File: src/rtl/imem_arbiter.sv
// imem_arbiter
//
// Shares the four-lane AT28C256 instruction-memory bank between the IF-stage
// fetch port and a byte-wide loader port. It also sequences the EEPROM
// CE/OE/WE strobes for reads and for byte writes, including the internal
// write-recovery time.
//
// Parameters
//   WR_PULSE_CYC : cycles mem_we_n is held low per byte write (>= 1)
//   WR_WAIT_CYC  : cycles of EEPROM internal write time after the pulse (>= 1)
//
// Ports
//   clk, rst                 : clock, synchronous active-low reset
//   f_req, f_addr            : fetch request / byte address ([14:2] used)
//   f_gnt, f_valid, f_data   : fetch accepted pulse, data-valid pulse, fetched word
//   l_req, l_addr, l_data    : loader write request / byte address / byte
//   l_gnt, l_done            : write accepted pulse, write fully complete pulse
//   busy                     : high whenever the sequencer is not idle
//   mem_addr                 : shared 13-bit word address to all four chips
//   mem_ce_n/oe_n/we_n       : per-lane active-low strobes
//   mem_wdata, mem_rdata     : write byte bus, 32-bit read bus (lane i = byte i)

module imem_arbiter #(
    parameter int WR_PULSE_CYC = 2,
    parameter int WR_WAIT_CYC  = 16
) (
    input  logic        clk,
    input  logic        rst,
    input  logic        f_req,
    input  logic [31:0] f_addr,
    output logic        f_gnt,
    output logic        f_valid,
    output logic [31:0] f_data,
    input  logic        l_req,
    input  logic [31:0] l_addr,
    input  logic [7:0]  l_data,
    output logic        l_gnt,
    output logic        l_done,
    output logic        busy,
    output logic [12:0] mem_addr,
    output logic [3:0]  mem_ce_n,
    output logic [3:0]  mem_oe_n,
    output logic [3:0]  mem_we_n,
    output logic [7:0]  mem_wdata,
    input  logic [31:0] mem_rdata
);

    localparam int CNT_MAX = (WR_PULSE_CYC > WR_WAIT_CYC) ? WR_PULSE_CYC : WR_WAIT_CYC;
    localparam int CNT_W   = $clog2(CNT_MAX + 1);

    // The counter is loaded with N-1 so that a phase lasts exactly N cycles
    // including the cycle in which the counter reads zero.
    localparam logic [CNT_W-1:0] PULSE_LOAD = CNT_W'(WR_PULSE_CYC - 1);
    localparam logic [CNT_W-1:0] WAIT_LOAD  = CNT_W'(WR_WAIT_CYC - 1);
    localparam logic [CNT_W-1:0] CNT_ONE    = CNT_W'(1);

    typedef enum logic [2:0] {
        IDLE,
        FETCH,
        WR_SETUP,
        WR_PULSE,
        WR_WAIT
    } state_t;

    state_t           state;
    logic [CNT_W-1:0] cnt;
    logic             last_fetch;   // 1 when the most recent grant went to fetch
    logic [3:0]       lane_mask;    // one-hot lane of the write in progress
    logic [3:0]       l_lane_mask;
    logic             pick_fetch;

    // Address bits outside the 32 KiB bank and the fetch byte offset are ignored.
    logic unused_addr_bits;
    assign unused_addr_bits = ^{f_addr[31:15], f_addr[1:0], l_addr[31:15]};

    assign l_lane_mask = 4'b0001 << l_addr[1:0];

    // Fetch wins when it is the only requester, or on a tie when the loader
    // held the previous grant.
    assign pick_fetch = f_req && (!l_req || !last_fetch);

    always_ff @(posedge clk) begin
        if (!rst) begin
            state      <= IDLE;
            cnt        <= '0;
            last_fetch <= 1'b0;
            lane_mask  <= 4'h0;
            f_gnt      <= 1'b0;
            f_valid    <= 1'b0;
            l_gnt      <= 1'b0;
            l_done     <= 1'b0;
            busy       <= 1'b0;
            f_data     <= 32'h0;
            mem_addr   <= 13'h0;
            mem_wdata  <= 8'h0;
            mem_ce_n   <= 4'hF;
            mem_oe_n   <= 4'hF;
            mem_we_n   <= 4'hF;
        end else begin
            f_gnt   <= 1'b0;
            f_valid <= 1'b0;
            l_gnt   <= 1'b0;
            l_done  <= 1'b0;

            case (state)
                IDLE: begin
                    if (pick_fetch) begin
                        state      <= FETCH;
                        f_gnt      <= 1'b1;
                        busy       <= 1'b1;
                        last_fetch <= 1'b1;
                        mem_addr   <= f_addr[14:2];
                        mem_ce_n   <= 4'h0;
                        mem_oe_n   <= 4'h0;
                    end else if (l_req) begin
                        state      <= WR_SETUP;
                        l_gnt      <= 1'b1;
                        busy       <= 1'b1;
                        last_fetch <= 1'b0;
                        mem_addr   <= l_addr[14:2];
                        mem_wdata  <= l_data;
                        lane_mask  <= l_lane_mask;
                        mem_ce_n   <= ~l_lane_mask;
                    end
                end

                FETCH: begin
                    f_data   <= mem_rdata;
                    f_valid  <= 1'b1;
                    mem_ce_n <= 4'hF;
                    mem_oe_n <= 4'hF;
                    busy     <= 1'b0;
                    state    <= IDLE;
                end

                WR_SETUP: begin
                    // CE has been stable for a cycle; now assert WE on the same lane.
                    mem_we_n <= ~lane_mask;
                    cnt      <= PULSE_LOAD;
                    state    <= WR_PULSE;
                end

                WR_PULSE: begin
                    if (cnt == '0) begin
                        mem_we_n <= 4'hF;
                        mem_ce_n <= 4'hF;
                        cnt      <= WAIT_LOAD;
                        state    <= WR_WAIT;
                    end else begin
                        cnt <= cnt - CNT_ONE;
                    end
                end

                WR_WAIT: begin
                    // Address and data stay put while the chip completes its
                    // internal write cycle.
                    if (cnt == '0) begin
                        l_done <= 1'b1;
                        busy   <= 1'b0;
                        state  <= IDLE;
                    end else begin
                        cnt <= cnt - CNT_ONE;
                    end
                end

                default: begin
                    state    <= IDLE;
                    busy     <= 1'b0;
                    mem_ce_n <= 4'hF;
                    mem_oe_n <= 4'hF;
                    mem_we_n <= 4'hF;
                end
            endcase
        end
    end

endmodule

File: config.mk
export PLATFORM = sky130hd
export DESIGN_NAME = imem_arbiter
export DESIGN_NICKNAME = d
export VERILOG_FILES = /design/src/rtl/imem_arbiter.sv
export SDC_FILE = /design/constraint.sdc
export NUM_CORES = 1
export LEC_CHECK = 0
export BUFFER_PORTS_ARGS = -buffer_cell sky130_fd_sc_hd__buf_2
export CAP_MARGIN = 20
export CORE_ASPECT_RATIO = 0.75
export CORE_MARGIN = 3
export CORE_UTILIZATION = 45
export DETAILED_ROUTE_END_ITERATION = 16
export PLACE_DENSITY_LB_ADDON = 0.3
export SYNTH_ARGS = -nofsm -noshare
export SYNTH_HDL_FRONTEND = slang
export SYNTH_SLANG_ARGS = --single-unit
File: constraint.sdc
create_clock -name clk -period 2.6 [get_ports clk]
set_input_delay 0 -clock clk [delete_from_list [all_inputs] [get_ports clk]]
set_output_delay 0 -clock clk [all_outputs]
set_load 0.01 [all_outputs]
==> qor_table.md, run 1 <==
| Quantity | Reported |
| --- | --- |
| Dominant synthesized flop cell | sky130_fd_sc_hd__dfxtp_1 |
| Pins over their slew limit | 0 |
| Reg2reg start | state[0] |
| Crit path buf inv count | 2 |
| Number of rows created at floorplan | 26 |
| Hold Violations, Final | 0 |
| Delay contributed by the slowest stage of the critical path | 590 ps |
| Width of the chip | 106 µm |
| Number of buffers created by CTS | 9 |
| Count of mapped cells out of synthesis | 408 |
| Die height | 81.3 µm |
| Proportion of netlist area held by the largest area contributor | 47.1% |
| Detailed Route Iter0 Violations | 213 |
| Synthesis-stage register bit count | 80 |
| Bufs on Longest Clock Path | 2 |
| Startpoint Class | flip-flop |
| Maximum VDD drop | 0.000462 V |
| Top Family by Delay on Critical Path | buffers and inverters |
| Post-route clock skew | 13.5 ps |
| Class of the tightest hold or removal check | input port to flip-flop |
| Stages on worst setup path | 6 |
| Number of flops mapped to enable cells by yosys | 0 |
| Hold_sp | f_req |
| Total Die Area | 8650 µm² |
| Worst endpoint data arrival time | 2750 ps |
| Static power due to leakage | 0.00229 µW |
| Synth top area cells | sky130_fd_sc_hd__dfxtp_1 47%, sky130_fd_sc_hd__nand2_1 11%, sky130_fd_sc_hd__a21oi_1 6.8% |
| Run status | complete, no violations |
| Gp weighted congestion | 0.822 |
| CTS H-Tree Depth | 3 |
| Number of warning messages in the yosys log | 0 |
| Top-level port count | 178 |
| PnR worst setup slack | 134 ps |
| Detailed-routing iteration count for the pre-antenna-repair pass | 4 |
| Placeable core region | 7060 µm² |
| Final wirelength | 10400 µm |
| Total routing usage reported by global routing | 24.0% |
| Worst Hold Path Cells | 3 |
| Start-to-end type of the worst setup path | flip-flop to flip-flop |
| Kind of end point of the critical path | flip-flop |
| Final setup violation count | 0 |
| Final routed DRC violation total | 0 |
| Clock latency of the later-clocked register in the worst-skew pair | 350 ps |
| Routed via count | 3580 |
| Signed area change from the synthesized netlist to the final layout | 48.1% |
| Initial Util | 48.2% |
| Syn Area/Cell | 8.34 µm² |
| Portion of the clock cycle consumed by the worst path in the final layout | 94.8% |
| Diode insertion count for antenna repair | 0 |
| Clock net sink count | 80 |
| Highest-delay cell along the critical path | sky130_fd_sc_hd__dlygate4sd3_1 |
| Post-synthesis async set-or-reset flop share | 0% |
| DP Wirelength | 6500 µm |
| Total of buffers placed on input and output ports | 141 |
| Final critical-path required period | 2470 ps |
| Sequential-to-total area share from yosys stat | 47.1% |
| Pin count of the biggest net entering global routing | 35 |
| Post-Syn Area | 3400 µm² |
| Clock transition at the registers of the reported paths | 90 ps |
| Critical-path maximum fanout | 27 |
| Number of global-route vias before repair | 3510 |
| Routed vias/inst | 5.09 |
| R2R Path End | mem_addr[9] |
| Fraction of layout instances using a drive strength above 1 | 30.7% |
| Number of antenna-violating nets in the routed design | 0 |
| Average wire per cell in the routed design | 14.7 µm |
| Sum of negative setup slack | 0 ps |
| Dominant cell type by area after synthesis | sky130_fd_sc_hd__dfxtp_1 |
| Total design power | 4680 µW |
| CTS tree | done |
| Net count, final | 711 |
| Unrepaired setup endpoints after global routing | no |
| Logic depth of the worst register-to-register path | 6 |
| Count of distinct cell types in the synthesized netlist | 48 |
| Place WS | 642 ps |
| First-pass GRT wire length | 16600 µm |
| Maximum capacitance violations | 0 |
| Final Util | 71.4% |
| Antenna violations before repair | 0 |
| Worst Tran Pin Value | 834 ps |
| Maximum clock frequency | 406 MHz |
| Root Driver | sky130_fd_sc_hd__clkbuf_8 |
| GRT overflow | 0 |
| Hold worst-path end | last_fetch |
| Relative max-transition margin | 44.1% |
| Post-synth net total | 517 |
| Cell-by-cell trace of the critical path | nor3_4 > nor2b_2 > buf_4 > nor2_1 > a311oi_2 > dlygate4sd3_1 |
| Data required time at the worst endpoint | 2890 ps |
| Fillers | 538 |
| FF-to-FF setup slack | 130 ps |
| Power density normalized to cell area | 929 nW/µm² |
worst max path at each step:
stage,from,to,slack [ps]
2_1_floorplan,cnt[0],mem_ce_n[0],860
3_3_place_gp,state[2],mem_addr[11],710
3_5_place_dp,state[2],mem_addr[6],640
4_1_cts,state[2],mem_addr[9],80
5_1_grt,state[0],mem_addr[12],30
6_report,state[0],mem_addr[9],130
Yosys cell counts (2+ instances only):
cell                         n
sky130_fd_sc_hd__nand2_1   104
sky130_fd_sc_hd__dfxtp_1    80
sky130_fd_sc_hd__a21oi_1    46
sky130_fd_sc_hd__nor2_1     38
sky130_fd_sc_hd__clkbuf_1   21
sky130_fd_sc_hd__mux2i_1    12
sky130_fd_sc_hd__o21ai_0    11
sky130_fd_sc_hd__a311oi_1    9
sky130_fd_sc_hd__nor3_1      8
sky130_fd_sc_hd__a311oi_2    6
sky130_fd_sc_hd__buf_2       6
sky130_fd_sc_hd__inv_1       6
sky130_fd_sc_hd__buf_4       5
sky130_fd_sc_hd__nand3_1     5
sky130_fd_sc_hd__a22o_1      4
sky130_fd_sc_hd__nor2b_1     4
sky130_fd_sc_hd__o21ai_1     4
sky130_fd_sc_hd__a31oi_1     3
sky130_fd_sc_hd__buf_6       3
sky130_fd_sc_hd__nand2b_1    3
sky130_fd_sc_hd__a21o_1      2
sky130_fd_sc_hd__nand4_1     2
what timing repair did:
item	in CTS	in global routing
buffers inserted	0	2
hold endpoints to repair	58	0
hold buffers	68	0
gates resized for setup	0	1
endpoints found under the setup margin	0	13
stage by stage:
stage                     instances  hold WS [ps]  instance area [µm²]
after floorplan                 408           136                 3400
after global placement          619           230                 4110
after detailed placement        619           248                 4110
after CTS                       702          7.32                 5020
after global routing            704          28.5                 5040
final                           704          30.5                 5040
sequential cells by signal, indices dropped and copies added (netlist names):
register,cells
l_done,1
f_data,32
f_gnt,1
mem_we_n,4
mem_ce_n,4
mem_wdata,8
mem_addr,13
mem_oe_n,1
f_valid,1
busy,1
l_gnt,1
last_fetch,1
cnt,5
lane_mask,4
state,3
cell type report:
type | instances | area, µm² | share of cell area [%]
Sequential cell | 80 | 1600 | 31.8
Inverter | 6 | 22.5 | 0.447
Multi-Input combinational cell | 287 | 1600 | 31.8
Timing Repair Buffer | 218 | 1450 | 28.9
Clock inverter | 5 | 106 | 2.11
Clock buffer | 10 | 128 | 2.53
Tap cell | 98 | 123 | 2.43
logic make-up (layout without fill, tap and decap cells):
| kind of cell | count (synthesis) | after routing | synth area share (%) |
|---|---|---|---|
| xor gates and xnor gates | 1 | 1 | 0.258 |
| AOI/OAI and AO/OA | 99 | 99 | 20.6 |
| and+or+nand+nor | 174 | 174 | 22.2 |
| muxes | 12 | 12 | 3.53 |
| buffers and inverters | 41 | 239 | 5.96 |
| adders and majority gates | 1 | 1 | 0.368 |
| DFF | 80 | 80 | 47.1 |
placed cells by master (no fill, tap or decap), types with 3 or more instances in the layout:
cell type	instances
sky130_fd_sc_hd__buf_2	141
sky130_fd_sc_hd__nand2_1	104
sky130_fd_sc_hd__dfxtp_1	79
sky130_fd_sc_hd__dlygate4sd3_1	68
sky130_fd_sc_hd__a21oi_1	46
sky130_fd_sc_hd__nor2_1	37
sky130_fd_sc_hd__mux2i_1	12
sky130_fd_sc_hd__o21ai_0	11
sky130_fd_sc_hd__a311oi_1	9
sky130_fd_sc_hd__clkbuf_8	9
sky130_fd_sc_hd__buf_4	9
sky130_fd_sc_hd__nor3_1	8
sky130_fd_sc_hd__a311oi_2	6
sky130_fd_sc_hd__inv_1	5
sky130_fd_sc_hd__nand3_1	5
sky130_fd_sc_hd__o21ai_1	4
sky130_fd_sc_hd__a22o_1	4
sky130_fd_sc_hd__nor2b_1	3
sky130_fd_sc_hd__a31oi_1	3
sky130_fd_sc_hd__nand2b_1	3
sky130_fd_sc_hd__bufinv_16	3
worst register-to-register path, cell delays in order, from the launching register on:
cell and delay [ps]:
sky130_fd_sc_hd__dfxtp_1 560, sky130_fd_sc_hd__nor3_4 370, sky130_fd_sc_hd__nor2b_2 180, sky130_fd_sc_hd__buf_4 310, sky130_fd_sc_hd__nor2_1 140, sky130_fd_sc_hd__a311oi_2 280, sky130_fd_sc_hd__dlygate4sd3_1 590
layer usage:
metal / vias up / GRT usage, % / part of all wire (%)
met1: 1658 / 28.6 / 42
met4: 0 / 6.47 / 0.63
li1: 1783 / - / -
met2: 133 / 41.5 / 50
met5: - / 0 / 0
met3: 6 / 8.58 / 7.5
report_power, final:
group	switching, µW	total (µW)	internal, µW	leakage [µW]
registers	233	1730	1490	0.000655
logic	1060	1880	816	0.00152
clock network	441	1080	635	0.000113
No activity file was read; power rests on OpenSTA's default activity.
==> run 2: changes to the inputs <==
- clock period: 2.6 -> 2.4 ns (I/O delays scaled with it)
==> qor_table.md, run 2 (same netlist as run 1, synthesis figures left out) <==
| Quantity | Reported | vs previous |
| --- | --- | --- |
| GRT overflow | 0 | unchanged |
| Worst Tran Pin Value | 764 ps | -70.0 ps |
| Antenna violations before repair | 0 | unchanged |
| Portion of total power attributed to combinational logic | 40.7% | +0.6 points |
| Number of buffers created by CTS | 9 | unchanged |
| CTS tree | done |  |
| Post-route clock skew | 9.58 ps | -3.89 ps |
| Bufs on Longest Clock Path | 2 | unchanged |
| Placed Area | 4140 µm² | +0.79% |
| Highest-delay cell along the critical path | sky130_fd_sc_hd__dfxtp_1 |  |
| Routing layer with the top usage in global route | met2 |  |
| Portion of the clock cycle consumed by the worst path in the final layout | 84.9% | -9.9 points |
| Top-level port count | 178 | unchanged |
| Final critical-path required period | 2040 ps | -428 ps |
| Final setup violation count | 0 | unchanged |
| Net count, final | 711 | unchanged |
| Final Util | 71.4% | about the same |
| CTS H-Tree Depth | 3 | unchanged |
| R2R Path End | mem_addr[4] |  |
| Clock net sink count | 80 | unchanged |
| Met3 track demand over resource in global routing | 8.02% | -0.56 points |
| Clock transition at the registers of the reported paths | 90 ps | about the same |
| FF-to-FF setup slack | 360 ps | +230 ps |
| Sequential fraction of design power | 38.4% | +1.5 points |
| Critical-path maximum fanout | 27 | unchanged |
| Run status | complete, no violations |  |
| Max reg flops | 32 | unchanged |
| Power dissipated by switching net loads | 1900 µW | +9.3% |
| Maximum capacitance violations | 0 | unchanged |
| Routed via count | 3630 | +1.4% |
| Root Driver | sky130_fd_sc_hd__clkbuf_8 |  |
| Internal cell power | 2950 µW | +0.17% |
| Placeable core region | 7060 µm² | unchanged |
| Clock latency of the later-clocked register in the worst-skew pair | 340 ps | about the same |
| Initial Util | 48.2% | unchanged |
| Sum of negative setup slack | 0 ps | unchanged |
| Delay contributed by the slowest stage of the critical path | 560 ps | -30 ps |
| Pin count of the biggest net entering global routing | 35 | unchanged |
| Detailed Route Iter0 Violations | 216 | +1.4% |
| Static power due to leakage | 0.00227 µW | -0.93% |
| Number of rows created at floorplan | 26 | unchanged |
| Pins over their slew limit | 0 | unchanged |
| Startpoint Class | flip-flop |  |
| Total routing usage reported by global routing | 24.6% | +0.58 points |
| Detailed-routing iteration count for the pre-antenna-repair pass | 4 | unchanged |
| Relative max-transition margin | 49.0% | +4.9 points |
| Maximum clock frequency | 491 MHz | +21% |
| Reg2reg start | state[0] |  |
| Data required time at the worst endpoint | 2650 ps | -240 ps |
| Most common cell after layout, fill and taps aside | sky130_fd_sc_hd__buf_2 |  |
| Startpoint of the most critical setup path | state[0] |  |
| Power density normalized to cell area | 962 nW/µm² | +3.5% |
| Start-to-end type of the worst setup path | flip-flop to flip-flop |  |
| Largest register by flop count | f_data |  |
| DP Wirelength | 6250 µm | -3.9% |
| Power share of the clock group | 20.9% | -2.1 points |
| Met2 Usage GRT | 41.0% | -0.57 points |
| Number of global-route vias before repair | 3486 | -0.68% |
| Routed vias/inst | 5.13 | +0.97% |
| Unrepaired setup endpoints after global routing | no |  |
| Die height | 81.3 µm | unchanged |
| Hold Violations, Final | 0 | unchanged |
| Average wire per cell in the routed design | 15.2 µm | +3.0% |
| Fraction of layout instances using a drive strength above 1 | 30.5% | -0.22 points |
| Global routing met1 resource utilization | 29.2% | +0.62 points |
| Fillers | 536 | -0.37% |
| Gp weighted congestion | 0.838 | +1.9% |
| Share of total power consumed by net switching | 39.1% | +2.0 points |
| Cts hold-fix bufs | 69 | +1.5% |
| Cell-by-cell trace of the critical path | nor3_4 > nor2b_2 > buf_4 > nor2_1 > a311oi_1 |  |
| Kind of end point of the critical path | flip-flop |  |
| Critical path destination | mem_addr[4] |  |
| CTS resizes | 0 | unchanged |
| Final routed DRC violation total | 0 | unchanged |
| Number of buffers inserted by post-CTS setup repair | 0 | unchanged |
| Signed area change from the synthesized netlist to the final layout | 48.2% | about the same |
| Maximum VDD drop | 0.000602 V | +30% |
| Worst endpoint data arrival time | 2290 ps | -460 ps |
| Final cell area excluding filler cells | 5040 µm² | about the same |
| Number of antenna-violating nets in the routed design | 0 | unchanged |
| Total Die Area | 8650 µm² | unchanged |
| First-pass GRT wire length | 16900 µm | +1.7% |
| Largest registers in the final layout | f_data: 32 flops, mem_addr: 13 flops, mem_wdata: 8 flops |  |
| Final wirelength | 10700 µm | +3.5% |
| Logic depth of the worst register-to-register path | 5 | -1 |
| Commonest non-fill, non-tap cells in the layout | 141 x sky130_fd_sc_hd__buf_2, 104 x sky130_fd_sc_hd__nand2_1, 80 x sky130_fd_sc_hd__dfxtp_1 |  |
| Width of the chip | 106 µm | unchanged |
| Total of buffers placed on input and output ports | 141 | unchanged |
| Class of the tightest hold or removal check | input port to flip-flop |  |
## run 2: cell count changes in the layout (fill, tap and decap cells not counted), sizes merged
cell / previous run / this run
buf: 150 / 149
bufinv: 3 / 1
clkbuf: 10 / 11
diode: 0 / 2
dlygate4sd3: 68 / 69
inv: 6 / 8
## run 2: routing by layer
metal / routed length [µm] / share of wire [%] / up-vias
met5: 0 / 0 / -
met4: 256 / 2.4 / 0
met3: 893 / 8.3 / 24
met2: 5150 / 48 / 168
met1: 4430 / 41 / 1655
li1: - / - / 1783
## run 2: worst min-delay path by stage
stage | from | endpoint | depth (start not counted)
after floorplan | mem_rdata[0] | f_data[0] | 2
after global routing | l_addr[0] | lane_mask[0] | 4
after CTS | l_addr[0] | lane_mask[0] | 4
final | l_addr[0] | lane_mask[0] | 4
after detailed placement | l_data[0] | mem_wdata[0] | 3
after global placement | l_data[7] | mem_wdata[7] | 3
## run 2: critical path, delay by kind of cell, from the launching register on
| family | cells | cell delay (ps) |
|---|---|---|
| buf+inv | 1 | 310 |
| compound gates | 1 | 290 |
| simple gates | 3 | 770 |
| flops | 1 | 560 |
## run 2: layout make-up
cell class	count	area [µm²]	share of cell area, %
Sequential cell	80	1600	31.8
Multi-Input combinational cell	287	1600	31.8
Timing Repair Buffer	218	1480	29.4
Clock buffer	11	141	2.81
Tap cell	98	123	2.43
Clock inverter	5	63.8	1.27
Inverter	6	22.5	0.447
Antenna cell	2	5.00	0.0993
## run 2: power by group through the flow
| stage | clock network (µW) | logic, µW | registers, µW |
|---|---|---|---|
| global placement | 0 | 1790 | 1860 |
| detailed placement | 0 | 1830 | 1870 |
| floorplan | 0 | 1260 | 1920 |
| global route | 1090 | 2160 | 1900 |
| finish | 1010 | 1970 | 1860 |
| CTS | 1040 | 1930 | 1850 |
## run 2: through the flow
step                      total power, µW  hold slack (ps)  worst slack, ps  cells
final                                4850             22.7              362    707
after global routing                 5150             43.7              246    705
after CTS                            4810             3.25              406    705
after detailed placement             3700              244              459    620
after global placement               3650              229              515    620
after floorplan                      3180              136              661    408
==> run 3: changes to the inputs <==
- CORE_UTILIZATION: 45 -> 41
- clock period: 2.4 -> 1.85 ns (I/O delays scaled with it)
==> qor_table.md, run 3 (same netlist as run 1, synthesis figures left out) <==
| Quantity | Reported | vs previous |
| --- | --- | --- |
| Static power due to leakage | 0.00239 µW | +5.5% |
| Detailed Route Iter0 Violations | 185 | -14% |
| Number of rows created at floorplan | 28 | +7.7% |
| Reg2reg start | cnt[1] |  |
| Commonest non-fill, non-tap cells in the layout | 141 x sky130_fd_sc_hd__buf_2, 104 x sky130_fd_sc_hd__nand2_1, 79 x sky130_fd_sc_hd__dfxtp_1 |  |
| Final setup violation count | 0 | unchanged |
| Delay contributed by the slowest stage of the critical path | 520 ps | -40 ps |
| Root Driver | sky130_fd_sc_hd__clkbuf_8 |  |
| Maximum clock frequency | 559 MHz | +14% |
| Signed area change from the synthesized netlist to the final layout | 55.0% |  |
| Average wire per cell in the routed design | 14.0 µm | -7.8% |
| Top-level port count | 178 | unchanged |
| Stages on worst setup path | 7 | +2 |
| Placed Area | 4300 µm² | +3.9% |
| Net count, final | 729 | +2.5% |
| Gp weighted congestion | 0.796 | -5.0% |
| First-pass GRT wire length | 16400 µm | -2.8% |
| Total routing usage reported by global routing | 21.1% | -3.5 points |
| Final routed DRC violation total | 0 | unchanged |
| Power density normalized to cell area | 1300 nW/µm² | +35% |
| Critical path destination | cnt[2] |  |
| Width of the chip | 111 µm | +4.5% |
| Portion of the clock cycle consumed by the worst path in the final layout | 96.8% | +12 points |
| Detailed-routing iteration count for the pre-antenna-repair pass | 5 | +1 |
| Startpoint of the most critical setup path | cnt[1] |  |
| Die height | 84.9 µm | +4.4% |
| Final cell area excluding filler cells | 5270 µm² | +4.6% |
| Pins over their slew limit | 0 | unchanged |
| Number of antenna-violating nets in the routed design | 0 | unchanged |
| Most common cell after layout, fill and taps aside | sky130_fd_sc_hd__buf_2 |  |
| GRT overflow | 0 | unchanged |
| CTS H-Tree Depth | 3 | unchanged |
| Maximum VDD drop | 0.000687 V | +14% |
| Placeable core region | 7990 µm² | +13% |
| Startpoint Class | flip-flop |  |
| Cell-by-cell trace of the critical path | inv_1 > ha_2 > or4b_4 > buf_4 > a22oi_2 > xor2_1 > nor3_1 |  |
| Final wirelength | 10200 µm | -4.8% |
| Clock net sink count | 80 | unchanged |
| Top Family by Delay on Critical Path | simple AND/OR/NAND/NOR gates |  |
| Class of the tightest hold or removal check | input port to flip-flop |  |
| Total Die Area | 9430 µm² | +9.1% |
| Total of buffers placed on input and output ports | 141 | unchanged |
| Min Hold Slack | 23.0 ps | +0.236 ps |
| Number of buffers created by CTS | 9 | unchanged |
| Total design power | 6850 µW | +41% |
| Antenna violations before repair | 0 | unchanged |
| Diode insertion count for antenna repair | 0 | -2 |
| Logic depth of the worst register-to-register path | 7 | +2 |
| FF-to-FF setup slack | 60 ps | -300 ps |
| Unrepaired setup endpoints after global routing | yes |  |
| Highest-delay cell along the critical path | sky130_fd_sc_hd__or4b_4 |  |
| Routed vias/inst | 5.02 | -2.2% |
| R2R Path End | cnt[2] |  |
| Crit path buf inv count | 2 | +1 |
| Clock transition at the registers of the reported paths | 80 ps | about the same |
| DP Wirelength | 6530 µm | +4.5% |
| Worst endpoint data arrival time | 2000 ps | -290 ps |
| Hold Violations, Final | 0 | unchanged |
| Critical-path maximum fanout | 5 | -81% |
| Pin count of the biggest net entering global routing | 34 | -2.9% |
| Fraction of layout instances using a drive strength above 1 | 33.0% | +2.5 points |
| Final critical-path required period | 1790 ps | -248 ps |
| Max reg flops | 32 | unchanged |
| Number of global-route vias before repair | 3495 | +0.26% |
| CTS tree | done |  |
| Run status | complete, no violations |  |
| Bufs on Longest Clock Path | 2 | unchanged |
| Post-route clock skew | 8.02 ps | -1.56 ps |
| Clock latency of the later-clocked register in the worst-skew pair | 340 ps | about the same |
| Maximum capacitance violations | 0 | unchanged |
| Largest register by flop count | f_data |  |
| Kind of end point of the critical path | flip-flop |  |
| Relative max-transition margin | 57.0% | +8.0 points |
| Data required time at the worst endpoint | 2060 ps | -590 ps |
| Largest registers in the final layout | f_data: 32 flops, mem_addr: 13 flops, mem_wdata: 8 flops |  |
| Initial Util | 42.6% | -5.6 points |
| Routed via count | 3667 | +1.0% |
| Worst Tran Pin Value | 644 ps | -120 ps |
| Start-to-end type of the worst setup path | flip-flop to flip-flop |  |
| Sum of negative setup slack | 0 ps | unchanged |
run 3: cell count changes in the layout (fill, tap and decap cells not counted), moves of 2 or more:
cell                        previous run  this run
sky130_fd_sc_hd__buf_12                2         4
sky130_fd_sc_hd__diode_2               2         0
sky130_fd_sc_hd__buf_4                 6        20
sky130_fd_sc_hd__bufinv_16             1         3
sky130_fd_sc_hd__inv_6                 2         0
run 3: cell type report:
cell class	instances	area [µm²]
inverter	6	22.5
sequential	80	1600
fill	632	2720
timing repair buffer	235	1640
clock buffer	11	151
multi-input combinational	288	1620
tap	105	131
clock inverter	5	103
run 3: worst min-delay path by stage:
stage	from	end	slack, ps	depth (start not counted)
after CTS	l_addr[0]	lane_mask[2]	0.2	4
final	l_addr[0]	lane_mask[2]	20	4
after global placement	l_data[5]	mem_wdata[5]	230	3
after detailed placement	l_data[0]	mem_wdata[0]	240	3
after floorplan	mem_rdata[0]	f_data[0]	140	2
after global routing	l_addr[0]	lane_mask[2]	30	4
run 3: where the power goes:
part	switching (µW)	internal, µW	total [µW]
combinational	1620	1330	2950
sequential	225	2100	2330
clock	615	968	1580
total	2460	4400	6850
run 3: stage by stage:
stage                     utilization, %  setup WS, ps  cells
after floorplan                        -           111    408
after global placement              53.6          79.7    642
after detailed placement            53.8          47.3    643
after CTS                           65.7          28.2    728
after global routing                66.0         -37.6    730
final                               66.0          59.8    730
run 3: worst min-delay path, delay by kind of cell:
kind	cells	cell delay, ps
and+or+nand+nor	2	110
muxes	1	120
buffers and inverters	1	100
run 3: routing by layer:
| metal | vias up | global-route usage (%) | part of all wire (%) |
|---|---|---|---|
| met2 | 159 | 35.1 | 47 |
| met4 | 0 | 7.73 | 1.9 |
| met5 | - | 0 | 0 |
| met1 | 1670 | 25.2 | 42 |
| li1 | 1818 | - | - |
| met3 | 20 | 7.56 | 8.9 |
run 3: repair_timing:
item	CTS	global route
endpoints found under the hold margin	59	0
buffers inserted	0	1
setup endpoints to repair	0	9
hold buffers	69	0
gates resized for setup	0	3
